[src/rtl/duc_pkg.sv]
// rtl/duc_pkg.sv - shared addresses, command codes, state encoding and status layout for the DUC scheduler
package duc_pkg;

    localparam logic [13:0] CMD_ADDR_DEF   = 14'd16000;
    localparam logic [13:0] SCHED_ADDR_DEF = 14'd16001;

    localparam logic [31:0] CMD_DL_START = 32'h0000_5555;
    localparam logic [31:0] CMD_DL_END   = 32'h0000_8888;
    localparam logic [31:0] CMD_GO       = 32'h0000_FFFF;

    typedef enum logic [2:0] {
        ST_IDLE     = 3'd0,
        ST_ISSUE    = 3'd1,
        ST_WAIT_ACK = 3'd2,
        ST_BUSY     = 3'd3,
        ST_GAP      = 3'd4
    } sched_state_t;

    localparam int CTL_ENABLE = 0;
    localparam int CTL_AUTO   = 1;
    localparam int CTL_SOFT   = 2;
    localparam int CTL_CLR    = 3;

    localparam int STAT_STATE_LSB = 0;
    localparam int STAT_PEND_LSB  = 4;
    localparam int STAT_DL_OK     = 8;
    localparam int STAT_OVF       = 9;
    localparam int STAT_ACK       = 10;
    localparam int STAT_WDOG      = 11;
    localparam int STAT_BUS       = 12;
    localparam int STAT_CNT_LSB   = 16;

    function automatic logic is_cmd_code(input logic [31:0] d);
        return (d == CMD_DL_START) || (d == CMD_DL_END) || (d == CMD_GO);
    endfunction

endpackage

[src/rtl/duc_tx_sched.sv]
// rtl/duc_tx_sched.sv - DUC burst scheduler sharing the local bus with host writes
module duc_tx_sched
    import duc_pkg::*;
#(
    parameter logic [13:0] CMD_ADDR    = CMD_ADDR_DEF,
    parameter logic [13:0] SCHED_ADDR  = SCHED_ADDR_DEF,
    parameter int          ACK_CYCLES  = 8,
    parameter logic [23:0] WDOG_CYCLES = 24'd4000000,
    parameter logic [15:0] GAP_CYCLES  = 16'd256
) (
    input  logic        lbs_clk,
    input  logic        rst_n,
    input  logic        host_we,
    input  logic [13:0] host_addr,
    input  logic [31:0] host_din,
    input  logic        tick_req,
    input  logic [31:0] duc_cmd_register,
    output logic        lbs_we,
    output logic [13:0] lbs_addr,
    output logic [31:0] lbs_din,
    output logic [31:0] sched_status,
    output logic        done_pulse,
    output logic        err_irq
);

    sched_state_t state, state_nxt;

    logic [2:0]  pending;
    logic [23:0] timer;
    logic [15:0] done_cnt;
    logic        enable, auto_mode, dl_active, dl_ok;
    logic        ovf_err, ack_err, wdog_err, bus_err;

    logic        host_sched, host_cmd, host_blocked, host_fwd, sched_we;
    logic        enable_nxt, soft_trig, clr_err;
    logic [1:0]  req_cnt;
    logic [3:0]  pend_sum;
    logic        pend_ovf;
    logic        issue, ack_timeout, wdog_timeout, burst_done;

    // Host always wins the bus; the scheduler only fills idle cycles.
    always_comb begin
        host_sched   = host_we && (host_addr == SCHED_ADDR);
        host_cmd     = host_we && (host_addr == CMD_ADDR);
        host_blocked = host_cmd && is_cmd_code(host_din) &&
                       ((state == ST_ISSUE) || (state == ST_WAIT_ACK) || (state == ST_BUSY));
        host_fwd     = host_we && !host_sched && !host_blocked;
        sched_we     = (state == ST_ISSUE) && !host_we;
        lbs_we       = host_fwd || sched_we;
        lbs_addr     = host_we ? host_addr : (sched_we ? CMD_ADDR : 14'd0);
        lbs_din      = host_we ? host_din  : (sched_we ? CMD_GO   : 32'd0);
    end

    always_comb begin
        enable_nxt = host_sched ? host_din[CTL_ENABLE] : enable;
        soft_trig  = host_sched && host_din[CTL_SOFT];
        clr_err    = host_sched && host_din[CTL_CLR];
        req_cnt    = {1'b0, tick_req & auto_mode} + {1'b0, soft_trig};
        pend_sum   = {1'b0, pending} - {3'b000, issue} + {2'b00, req_cnt};
        pend_ovf   = pend_sum > 4'd7;
    end

    always_comb begin
        state_nxt    = state;
        issue        = 1'b0;
        ack_timeout  = 1'b0;
        wdog_timeout = 1'b0;
        burst_done   = 1'b0;
        case (state)
            ST_IDLE: begin
                if (enable && (pending != 3'd0) && dl_ok) begin
                    issue     = 1'b1;
                    state_nxt = ST_ISSUE;
                end
            end
            ST_ISSUE: begin
                if (!host_we) state_nxt = ST_WAIT_ACK;
            end
            ST_WAIT_ACK: begin
                if (duc_cmd_register == CMD_GO) begin
                    state_nxt = ST_BUSY;
                end else if (timer == 24'(ACK_CYCLES - 1)) begin
                    ack_timeout = 1'b1;
                    state_nxt   = ST_GAP;
                end
            end
            ST_BUSY: begin
                if (duc_cmd_register == 32'd0) begin
                    burst_done = 1'b1;
                    state_nxt  = ST_GAP;
                end else if (timer == WDOG_CYCLES - 24'd1) begin
                    wdog_timeout = 1'b1;
                    state_nxt    = ST_GAP;
                end
            end
            ST_GAP: begin
                if (timer == {8'd0, GAP_CYCLES} - 24'd1) state_nxt = ST_IDLE;
            end
            default: state_nxt = ST_IDLE;
        endcase
    end

    always_ff @(posedge lbs_clk or negedge rst_n) begin
        if (!rst_n) begin
            state      <= ST_IDLE;
            timer      <= '0;
            pending    <= '0;
            enable     <= 1'b0;
            auto_mode  <= 1'b0;
            dl_active  <= 1'b0;
            dl_ok      <= 1'b0;
            ovf_err    <= 1'b0;
            ack_err    <= 1'b0;
            wdog_err   <= 1'b0;
            bus_err    <= 1'b0;
            done_cnt   <= '0;
            done_pulse <= 1'b0;
        end else begin
            state <= state_nxt;
            timer <= (state_nxt != state) ? 24'd0 : timer + 24'd1;

            if (host_sched) begin
                enable    <= host_din[CTL_ENABLE];
                auto_mode <= host_din[CTL_AUTO];
            end

            // Requests beyond 7 are dropped; disabling flushes the queue.
            if (!enable_nxt) pending <= '0;
            else if (pend_ovf) pending <= 3'd7;
            else pending <= pend_sum[2:0];

            if (host_cmd && host_fwd) begin
                if (host_din == CMD_DL_START) begin
                    dl_active <= 1'b1;
                    dl_ok     <= 1'b0;
                end else if ((host_din == CMD_DL_END) && dl_active) begin
                    dl_ok     <= 1'b1;
                    dl_active <= 1'b0;
                end
            end

            ovf_err  <= (ovf_err  & ~clr_err) | (enable_nxt & pend_ovf);
            ack_err  <= (ack_err  & ~clr_err) | ack_timeout;
            wdog_err <= (wdog_err & ~clr_err) | wdog_timeout;
            bus_err  <= (bus_err  & ~clr_err) | host_blocked;

            done_pulse <= burst_done;
            done_cnt   <= done_cnt + {15'd0, burst_done};
        end
    end

    always_comb begin
        sched_status                         = '0;
        sched_status[STAT_STATE_LSB +: 3]    = state;
        sched_status[STAT_PEND_LSB +: 3]     = pending;
        sched_status[STAT_DL_OK]             = dl_ok;
        sched_status[STAT_OVF]               = ovf_err;
        sched_status[STAT_ACK]               = ack_err;
        sched_status[STAT_WDOG]              = wdog_err;
        sched_status[STAT_BUS]               = bus_err;
        sched_status[STAT_CNT_LSB +: 16]     = done_cnt;
        err_irq = ovf_err | ack_err | wdog_err | bus_err;
    end

endmodule

[config.mk]
export PLATFORM = sky130hd
export DESIGN_NAME = duc_tx_sched
export DESIGN_NICKNAME = d
export VERILOG_FILES = /design/src/rtl/duc_pkg.sv /design/src/rtl/duc_tx_sched.sv
export SDC_FILE = /design/constraint.sdc
export NUM_CORES = 1
export LEC_CHECK = 0
export CORE_ASPECT_RATIO = 0.75
export CORE_MARGIN = 1.5
export CORE_UTILIZATION = 37
export CTS_CLUSTER_DIAMETER = 40
export CTS_CLUSTER_SIZE = 40
export DETAILED_ROUTE_END_ITERATION = 8
export PLACE_DENSITY = 0.73
export SYNTH_ARGS = -nofsm -noshare
export SYNTH_HDL_FRONTEND = slang
export SYNTH_SLANG_ARGS = --single-unit
[constraint.sdc]
create_clock -name lbs_clk -period 2.4 [get_ports lbs_clk]
set_input_delay 0.48 -clock lbs_clk [delete_from_list [all_inputs] [get_ports lbs_clk]]
set_output_delay 0.48 -clock lbs_clk [all_outputs]
set_load 0.02 [all_outputs]
Word level (Yosys, flattened, before mapping)
Cells that the tools add are included.
{ "op_classes": {"add_sub_neg": 5, "mul": 0, "div": 0, "magnitude_cmp": 1, "eq_ne": 14, "shifts": 0, "muxes": 30, "n_bitwise": 14, "n_reduce_logical": 26} }
{ "op_table": {"columns": ["op", "count"], "rows": [
  ["32-bit by 16-bit == test with 1-bit output (second input constant)", 3],
  ["32-bit by 15-bit == test with 1-bit output (second input constant)", 1],
  ["32-bit zero test", 1],
  ["32-bit 2-to-1 mux", 1],
  ["14-bit == test (second input constant)", 2],
  ["14-bit 2-to-1 mux", 2],
  ["3-bit 2-to-1 mux", 9],
  ["24-bit by 1-bit adder with 24-bit output (second input constant)", 1],
  ["24-bit by 22-bit == test with 1-bit output (second input constant)", 1],
  ["24-bit by 3-bit == test with 1-bit output (second input constant)", 1],
  ["24-bit by 8-bit == test with 1-bit output (second input constant)", 1],
  ["24-bit 2-to-1 mux", 1],
  ["16-bit by 1-bit adder with 16-bit output", 1],
  ["16-bit 2-to-1 mux", 1],
  ["1-bit 2-to-1 mux", 15],
  ["3-bit case mux with 5 select lines", 1],
  ["1-bit logical AND", 13],
  ["1-bit OR", 7],
  ["1-bit bitwise AND", 6],
  ["3-bit by 2-bit == test with 1-bit output (second input constant)", 2],
  ["1-bit logical OR", 5],
  ["4-bit by 2-bit adder with 4-bit output", 1],
  ["4-bit by 3-bit > comparator with 1-bit output (second input constant)", 1],
  ["3-bit by 1-bit subtractor with 4-bit output", 1],
  ["10 further kinds", 12]
]} }
{ "word_totals": {"register_bits": 55, "latch_bits": 0, "ramBits": 0, "rom_bits": 0, "in_bits": 82, "out_inout_bits": 81, "n_memories": 0} }

Logic depth before layout (Yosys ltp)
Gate-level depths: netlist of run 1.
{ "logic_depth": {"word_depth": 10, "mapped_depth": 12, "mapped_depth_nobuf": 12} }

Worst setup path after synthesis of run 1
No wires, ideal clock.
{ "synth_timing": {"path_type": "input -> register", "start": "in host_addr[6]", "end": "reg ovf_err", "setup_ns": 0.137, "arrival_time_ns": 2.587, "required_time_ns": 2.263, "setup_slack_ns": -0.323, "path_stages": 11, "path_buffers": 0, "path_cell_list": "nor4b_1 -> nand4_1 -> nor2_1 -> nand2_1 -> ha_1 -> inv_1 -> fa_1 -> a21o_1 -> a21oi_1 -> xnor2_1 -> o21ai_0"} }
{ "synth_between": {"elab_chain_cells": 8, "word_cells_on_any_way": 12} }
{ "synth_lines": {"columns": ["element", "line_no", "text"], "rows": [
  ["from (decl)", "duc_tx_sched.sv:14", "input logic [13:0] host_addr,"],
  ["14-bit == test (*)", "duc_tx_sched.sv:43", "host_sched = host_we && (host_addr == SCHED_ADDR);"],
  ["1-bit logical AND (*)", "duc_tx_sched.sv:43", null],
  ["1-bit logical AND", "duc_tx_sched.sv:56", "soft_trig = host_sched && host_din[CTL_SOFT];"],
  ["1-bit by 1-bit adder with 2-bit output", "duc_tx_sched.sv:58", "req_cnt = {1'b0, tick_req & auto_mode} + {1'b0, soft_trig};"],
  ["4-bit by 2-bit adder with 4-bit output", "duc_tx_sched.sv:59", "pend_sum = {1'b0, pending} - {3'b000, issue} + {2'b00, req_cnt};"],
  ["4-bit by 3-bit > comparator with 1-bit output", "duc_tx_sched.sv:60", "pend_ovf = pend_sum > 4'd7;"],
  ["1-bit bitwise AND", "duc_tx_sched.sv:142", "ovf_err <= (ovf_err & ~clr_err) | (enable_nxt & pend_ovf);"],
  ["1-bit OR (*)", "duc_tx_sched.sv:142", null],
  ["to (signal assigned)", "duc_tx_sched.sv:142", null],
  ["to (decl)", "duc_tx_sched.sv:32", "logic ovf_err, ack_err, wdog_err, bus_err;"]
]} }
Mark *: on every way between the ends. The rest lies on a longest branch, timed or not.
A chain may end at the register's enable or synchronous reset.

Worst setup path after layout of run 1
{ "layout_timing": {"start": "in host_din[23]", "end": "out lbs_we"} }
{ "layout_between": {"elab_chain_cells": 8, "word_cells_on_any_way": 10} }
{ "layout_lines": {"columns": ["element", "line_no", "text"], "rows": [
  ["from (decl)", "duc_tx_sched.sv:15", "input logic [31:0] host_din,"],
  ["32-bit by 15-bit == test with 1-bit output / 32-bit by 16-bit == test with 1-bit output (equally long branches)", "duc_pkg.sv:34", "return (d == CMD_DL_START) || (d == CMD_DL_END) || (d == CMD_GO);"],
  ["1-bit logical OR", "duc_pkg.sv:34", null],
  ["1-bit logical OR (*)", "duc_pkg.sv:34", null],
  ["1-bit logical AND (*) (2 in a row)", "duc_tx_sched.sv:45", "host_blocked = host_cmd && is_cmd_code(host_din) &&"],
  ["1-bit zero test (*)", "duc_tx_sched.sv:47", "host_fwd = host_we && !host_sched && !host_blocked;"],
  ["1-bit logical AND (*)", "duc_tx_sched.sv:47", null],
  ["1-bit logical OR (*)", "duc_tx_sched.sv:49", "lbs_we = host_fwd || sched_we;"],
  ["to (decl)", "duc_tx_sched.sv:18", "output logic lbs_we,"]
]} }
Marks and branches as above.

==> qor.yml, run 1 <==
power:
  combPwrFrac: 0.200
  clkPwrFrac: 0.359
  p_int_mw: 1.59
  power_switching_mw: 0.539
  seq_power_share: 0.441
  vdd_drop_max_mv: 0.311
  p_leak_nw: 3.04
  switching_share: 0.253
  pwr_density_cell_nw_per_um2: 352
sta:
  fmax_mhz: 391
  finalSetupTns_ns: -0.363
  grt_setup_unrepaired: "true"
  setup_violations: 6
  fin_crit_ns: 2.56
  skew_ns: 0.00720
  tightest_slew_ns: 0.673
  maxSlewHeadroom: 0.552
  maxSlewViolCount: 0
  period_share: 1.06
  hold_viol: 0
  fin_ws_ns: -0.156
layout:
  area_delta_synth_final_pct: 78.7
  fill_cells: 709
  num_antenna_cells: 0
  stdcell_area_um2: 6050
  fin_cells: 737
  final_util: 0.674
  nets: 714
  drive_above_1_share: 0.278
critical_path:
  worstPathCellList: "clkdlybuf4s15_1 > nor4_2 > nand4_1 > or3_4 > nor4_4 > o21ai_1 > buf_4"
  cp.depth: 7
  critPathMaxStageDelay_ns: 0.43
  worstSetupStartpoint: "host_din[23]"
  crit_fanout: 2
  reg2regPathDepth: 11
  critPathRequiredTime_ns: 1.92
  end_kind: "output port"
  crit_type: "input pin to output port"
  cp.arrival_ns: 2.08
  critPathLaunchType: "input pin"
  critPathBufInv: 2
  r2r-start: "pending[0]"
  timing.rr.end: "pending[1]"
  cp_top_family: "simple AND/OR/NAND/NOR gates"
  cp_slowest_cell: "or3_4"
  reg2reg_slack_ns: -0.04
  endpoint: "lbs_we"
global_route:
  grt-ovfl-total: 0
  grt_pass1_wl_mm: 18.6
  grt_pass1_vias: 3863
  grt_usage: 0.242
  antenna_found_initial: 0
  grt_start_max_net_pins: 56
clocking:
  cts_tree: "done"
  cts.clk_slew.worst_paths_ns: 0.06
  clockBufferDepth: 2
  cts_root_buffer: "clkbuf_16"
  cts_max_level: 2
  cts_num_sinks: 55
  numCtsBuffers: 5
  hold_buffers: 0
  clk_latency_ns: 0.30
placement:
  port-buffer-count: 157
  place_area_um2: 5380
  routabilityCongestion: 0.914
  dp_hpwl_mm: 8.16
  dp.cells: 692
drt:
  drt_iter0_drc: 180
  routed_via_density: 5.13
  wl_per_cell_um: 16.2
  drc: 0
  dr_total_vias: 3784
  finalWirelength_mm: 11.9
  drtPass1Iterations: 4
  ant_nets: 0
synth:
  synth_top_flop_cell: "dfrtp_1"
  yosysMostFrequentCell: "nand2_1"
  synth_top_cell_by_area: "dfrtp_1"
  synth_area_per_cell_um2: 8.62
  yosys-top-cells-area: "dfrtp_1 (41%), nand2_1 (8.1%), xnor2_1 (6.7%)"
  yosysSeqAreaShare: 0.407
  synthTopCellsByCount: "nand2_1 (73), dfrtp_1 (55), nor2_1 (48), xnor2_1 (26), and2_1 (25)"
  yosysWarnings: 0
  postSynth.asyncResetShare: 1.00
  synth_area_um2: 3390
  ys_types: 45
  synth_top_area_frac: 0.407
  syn_inst: 393
  ys_ff_latch: 55
  synth-edff-count: 0
die:
  core_um2: 8970
  initial_core_util: 0.377
  fp-row-count: 30
  die_w_um: 113
  ios: 163
  die_h_um: 85.8
  dieArea_um2: 9740
hold_path:
  hold_class: "input pin to async pin"
run_status:
  run_status: "finished, violations left"
  violations: "setup timing"
run:
  drv_cap: 0
worst min-delay path by stage:
stage	endpoint	slack, ns
2_1_floorplan	ack_err	0.18
3_3_place_gp	done_cnt[15]	0.46
3_5_place_dp	timer[0]	0.48
4_1_cts	done_cnt[9]	0.34
5_1_grt	done_cnt[12]	0.37
6_report	done_cnt[4]	0.30
through the flow:
| stage | hold WS (ns) | power [mW] | worst slack (ns) |
|---|---|---|---|
| after floorplan | 0.184 | 1.10 | -0.0732 |
| after global placement | 0.461 | 1.37 | -0.852 |
| after detailed placement | 0.484 | 1.38 | -0.924 |
| after CTS | 0.337 | 2.13 | -0.137 |
| after global routing | 0.370 | 2.23 | -0.263 |
| final | 0.305 | 2.13 | -0.156 |
final cells by class:
class / count / area, um^2 / share of cell area
Clock buffer: 8 / 156 / 0.0259
Inverter: 10 / 37.5 / 0.00620
Multi-Input combinational cell: 312 / 2150 / 0.355
Sequential cell: 55 / 1380 / 0.228
Tap cell: 112 / 140 / 0.0232
Timing Repair Buffer: 240 / 2190 / 0.362
what timing repair did:
item | 4_1_cts | 5_1_grt
cloned | 1 | 0
buffers inserted | 33 | 5
resized for setup | 152 | 91
pin swaps | 34 | 44
endpoints found under the setup margin | 55 | 40
flip-flops by register name (all words and copies together), names as in the netlist, 3 cells and up:
name,flops
done_cnt,16
timer,24
pending,3
state,3
layer usage:
metal	global-route usage	vias to the layer above	routed length, um
li1	-	1804	-
met1	0.300	1818	4920
met2	0.420	127	6110
met3	0.0466	35	552
met4	0.0955	0	365
met5	0	-	0
cell families after synthesis:
family / Yosys count / synth area share
compound gates: 23 / 0.0491
buf+inv: 30 / 0.0492
fa+ha+maj: 8 / 0.0340
simple gates: 237 / 0.358
mux: 2 / 0.00628
flops: 55 / 0.407
other cells: 1 / 0.00111
xor+xnor: 37 / 0.0957
power groups by stage:
stage               sequential (mW)  combinational [mW]  clock (mW)
global placement              0.956               0.414           0
floorplan                     0.956               0.139           0
global route                  0.941               0.453       0.832
detailed placement            0.957               0.420           0
CTS                           0.940               0.412       0.778
finish                        0.940               0.426       0.765
layout by cell type (no fill, tap or decap), drive strengths merged, types with 3 or more instances in the layout:
master / synthesis / final
or2: 3 / 3
or4: 6 / 6
inv: 10 / 10
nand3: 13 / 13
nor2: 48 / 48
a21oi: 5 / 5
nor4: 19 / 19
nor2b: 4 / 4
clkdlybuf4s50: 0 / 68
nand2: 73 / 73
and4: 3 / 3
o21ai: 4 / 4
ha: 6 / 6
nand2b: 3 / 3
clkbuf: 7 / 24
or3: 3 / 3
conb: 1 / 5
xnor2: 26 / 26
clkdlybuf4s15: 0 / 6
buf: 13 / 97
dfrtp: 55 / 55
nand4: 21 / 21
dlygate4sd2: 0 / 32
and3: 6 / 6
nor3: 7 / 7
and2: 25 / 25
a31oi: 5 / 5
dlymetal6s2s: 0 / 20
xor2: 11 / 11
worst reg2reg max path, stage by stage, from the launching register on:
cell and delay (ns):
dfrtp_1 0.39, or3_1 0.40, nand4_1 0.14, nor2_1 0.11
ha_4 0.28, inv_2 0.03, fa_2 0.34, a21o_1 0.20
a21oi_4 0.19, xnor2_2 0.14, nor2_1 0.06, nor2_1 0.09
(Power assumes the default switching activity.)
==> run 2: changes to the inputs <==
- CAP_MARGIN: not set -> 20
- CORE_ASPECT_RATIO: 0.75 -> not set
==> qor.yml, run 2 (same netlist as run 1, synthesis figures left out) <==
sta:
  setup_violations: 5  # -1
  maxSlewViolCount: 0  # unchanged
  fin_ws_ns: -0.106  # +0.0492 ns
  grt_setup_unrepaired: "true"
  fin_crit_ns: 2.51  # -0.0492 ns
  skew_ns: 0.00814  # +0.000945 ns
  period_share: 1.04  # -0.0205
  fmax_mhz: 399  # +2.0%
  tightest_slew_ns: 0.676  # +0.00343 ns
  maxSlewHeadroom: 0.549  # -0.00228
  hold_viol: 0  # unchanged
die:
  die_h_um: 98.7  # +15%
  ios: 163  # unchanged
  core_um2: 8810  # -1.8%
  dieArea_um2: 9730  # about the same
  initial_core_util: 0.384  # +0.00708
  die_w_um: 98.7  # -13%
  fp-row-count: 34  # +13%
critical_path:
  critPathMaxStageDelay_ns: 0.51  # +0.08 ns
  worstSetupStartpoint: "host_din[30]"
  r2r-start: "pending[0]"
  critPathLaunchType: "input pin"
  critPathRequiredTime_ns: 1.92  # about the same
  worstPathCellList: "buf_6 > or4_4 > or3_4 > nor4_4 > o21ai_1 > buf_4"
  cp_slowest_cell: "or4_4"
  end_kind: "output port"
  cp.arrival_ns: 2.03  # -0.05 ns
  crit_fanout: 2  # unchanged
  crit_type: "input pin to output port"
power:
  vdd_drop_max_mv: 0.214  # -31%
  p_leak_nw: 2.91  # -4.1%
  power.total_mw: 1.85  # -13%
  pwr_density_cell_nw_per_um2: 315  # -11%
layout:
  drive_above_1_share: 0.251  # -0.0276
  layout_commonest_cell: "nand2_1"
  largest_register: "timer"
  final_cell_mix: "nand2_1 (72), buf_4 (67), clkdlybuf4s50_1 (62)"
  largest_registers: "timer (24), done_cnt (16)"
  final_util: 0.666  # -0.00881
  largest_reg_flops: 24  # unchanged
  num_antenna_cells: 0  # unchanged
  fill_cells: 749  # +5.6%
  nets: 703  # -1.5%
  area_delta_synth_final_pct: 73.1
  stdcell_area_um2: 5860  # -3.1%
global_route:
  grt_start_max_net_pins: 56  # unchanged
  grt-ovfl-total: 0  # unchanged
  grt_usage: 0.236  # -0.00663
  antenna_found_initial: 0  # unchanged
  grt_pass1_wl_mm: 18.3  # -1.9%
  grt_pass1_vias: 3787  # -2.0%
drt:
  wl_per_cell_um: 15.7  # -3.3%
  dr_total_vias: 3623  # -4.3%
  finalWirelength_mm: 11.3  # -5.3%
  drt_iter0_drc: 114  # -37%
  drc: 5  # +5
  routed_via_density: 5.02  # -2.3%
  ant_nets: 0  # unchanged
  drtPass1Iterations: 6  # +2
run_status:
  violations: "DRC, setup timing"
  run_status: "finished, violations left"
clocking:
  cts_num_sinks: 55  # unchanged
  numCtsBuffers: 5  # unchanged
  cts.clk_slew.worst_paths_ns: 0.10  # +0.04 ns
  cts_max_level: 2  # unchanged
  clk_latency_ns: 0.31  # about the same
  cts_tree: "done"
  cts_root_buffer: "clkbuf_8"
  clockBufferDepth: 2  # unchanged
hold_path:
  hold_class: "input pin to async pin"
placement:
  dp_hpwl_mm: 8.54  # +4.6%
  port-buffer-count: 157  # unchanged
  routabilityCongestion: 0.957  # +4.8%
  place_area_um2: 5380  # about the same
run:
  drv_cap: 0  # unchanged
run 2: cell types whose count changed in the layout (fill, tap and decap cells not counted), moves of 2 or more:
cell / previous run / this run
dlymetal6s2s_1: 20 / 22
buf_6: 14 / 6
nor2_2: 3 / 5
clkbuf_2: 15 / 9
buf_12: 3 / 1
nor2_1: 43 / 41
buf_2: 9 / 6
buf_4: 70 / 67
clkbuf_8: 2 / 5
clkdlybuf4s15_1: 5 / 22
clkdlybuf4s50_1: 68 / 62
clkbuf_16: 5 / 0
run 2: final timing paths:
kind | slack, ns | depth (start not counted) | endpoint
max in group asynchronous | 1.66 | 2 | ovf_err
worst min-delay path | 0.29 | 2 | done_cnt[3]
worst max register to register | 0 | 11 | pending[0]
worst max-delay path | -0.11 | 6 | lbs_we
min in group lbs_clk | 0.48 | 1 | done_cnt[15]
worst min register to register | 0.48 | 1 | done_cnt[15]
run 2: area by class of cell:
type	instances	area, um^2	area share
Multi-Input combinational cell	312	2140	0.365
Clock buffer	6	72.6	0.0124
Inverter	10	37.5	0.00640
Sequential cell	55	1380	0.235
Tap cell	108	135	0.0231
Clock inverter	2	12.5	0.00213
Timing Repair Buffer	229	2090	0.356
run 2: repair_timing:
item	in CTS	in global routing
pin swaps	35	32
buffers inserted	22	3
gates resized for setup	148	71
hold buffers	0	0
gates cloned	1	0
setup endpoints to repair	53	72
run 2: worst max-delay path: cells and delay by family:
| kind | cells | cell delay, ns |
|---|---|---|
| and+or+nand+nor | 3 | 1.21 |
| buffers and inverters | 2 | 0.25 |
| AOI/OAI and AO/OA | 1 | 0.08 |
run 2: power by group:
part | total, mW | leakage (nW) | switching [mW] | internal, mW
Combinational | 0.412 | 2.13 | 0.207 | 0.204
Clock | 0.497 | 0.0412 | 0.293 | 0.205
Sequential | 0.939 | 0.744 | 0.00613 | 0.933
run 2: metrics by stage:
stage / TNS, ns / std cells / hold slack (ns) / worst slack, ns
after CTS: -0.453 / 722 / 0.318 / -0.110
final: -0.178 / 722 / 0.294 / -0.106
after global routing: -0.736 / 722 / 0.337 / -0.162
after global placement: -29.06 / 691 / 0.459 / -0.828
after floorplan: -0.249 / 397 / 0.184 / -0.0732
after detailed placement: -30.39 / 691 / 0.474 / -0.884
run 2: layer usage:
layer,track usage,part of all wire,vias to the layer above
met3,0.0518,0.057,19
met2,0.425,0.51,114
met4,0.0670,0.017,0
met1,0.283,0.41,1720
met5,0,0,-
li1,-,-,1770
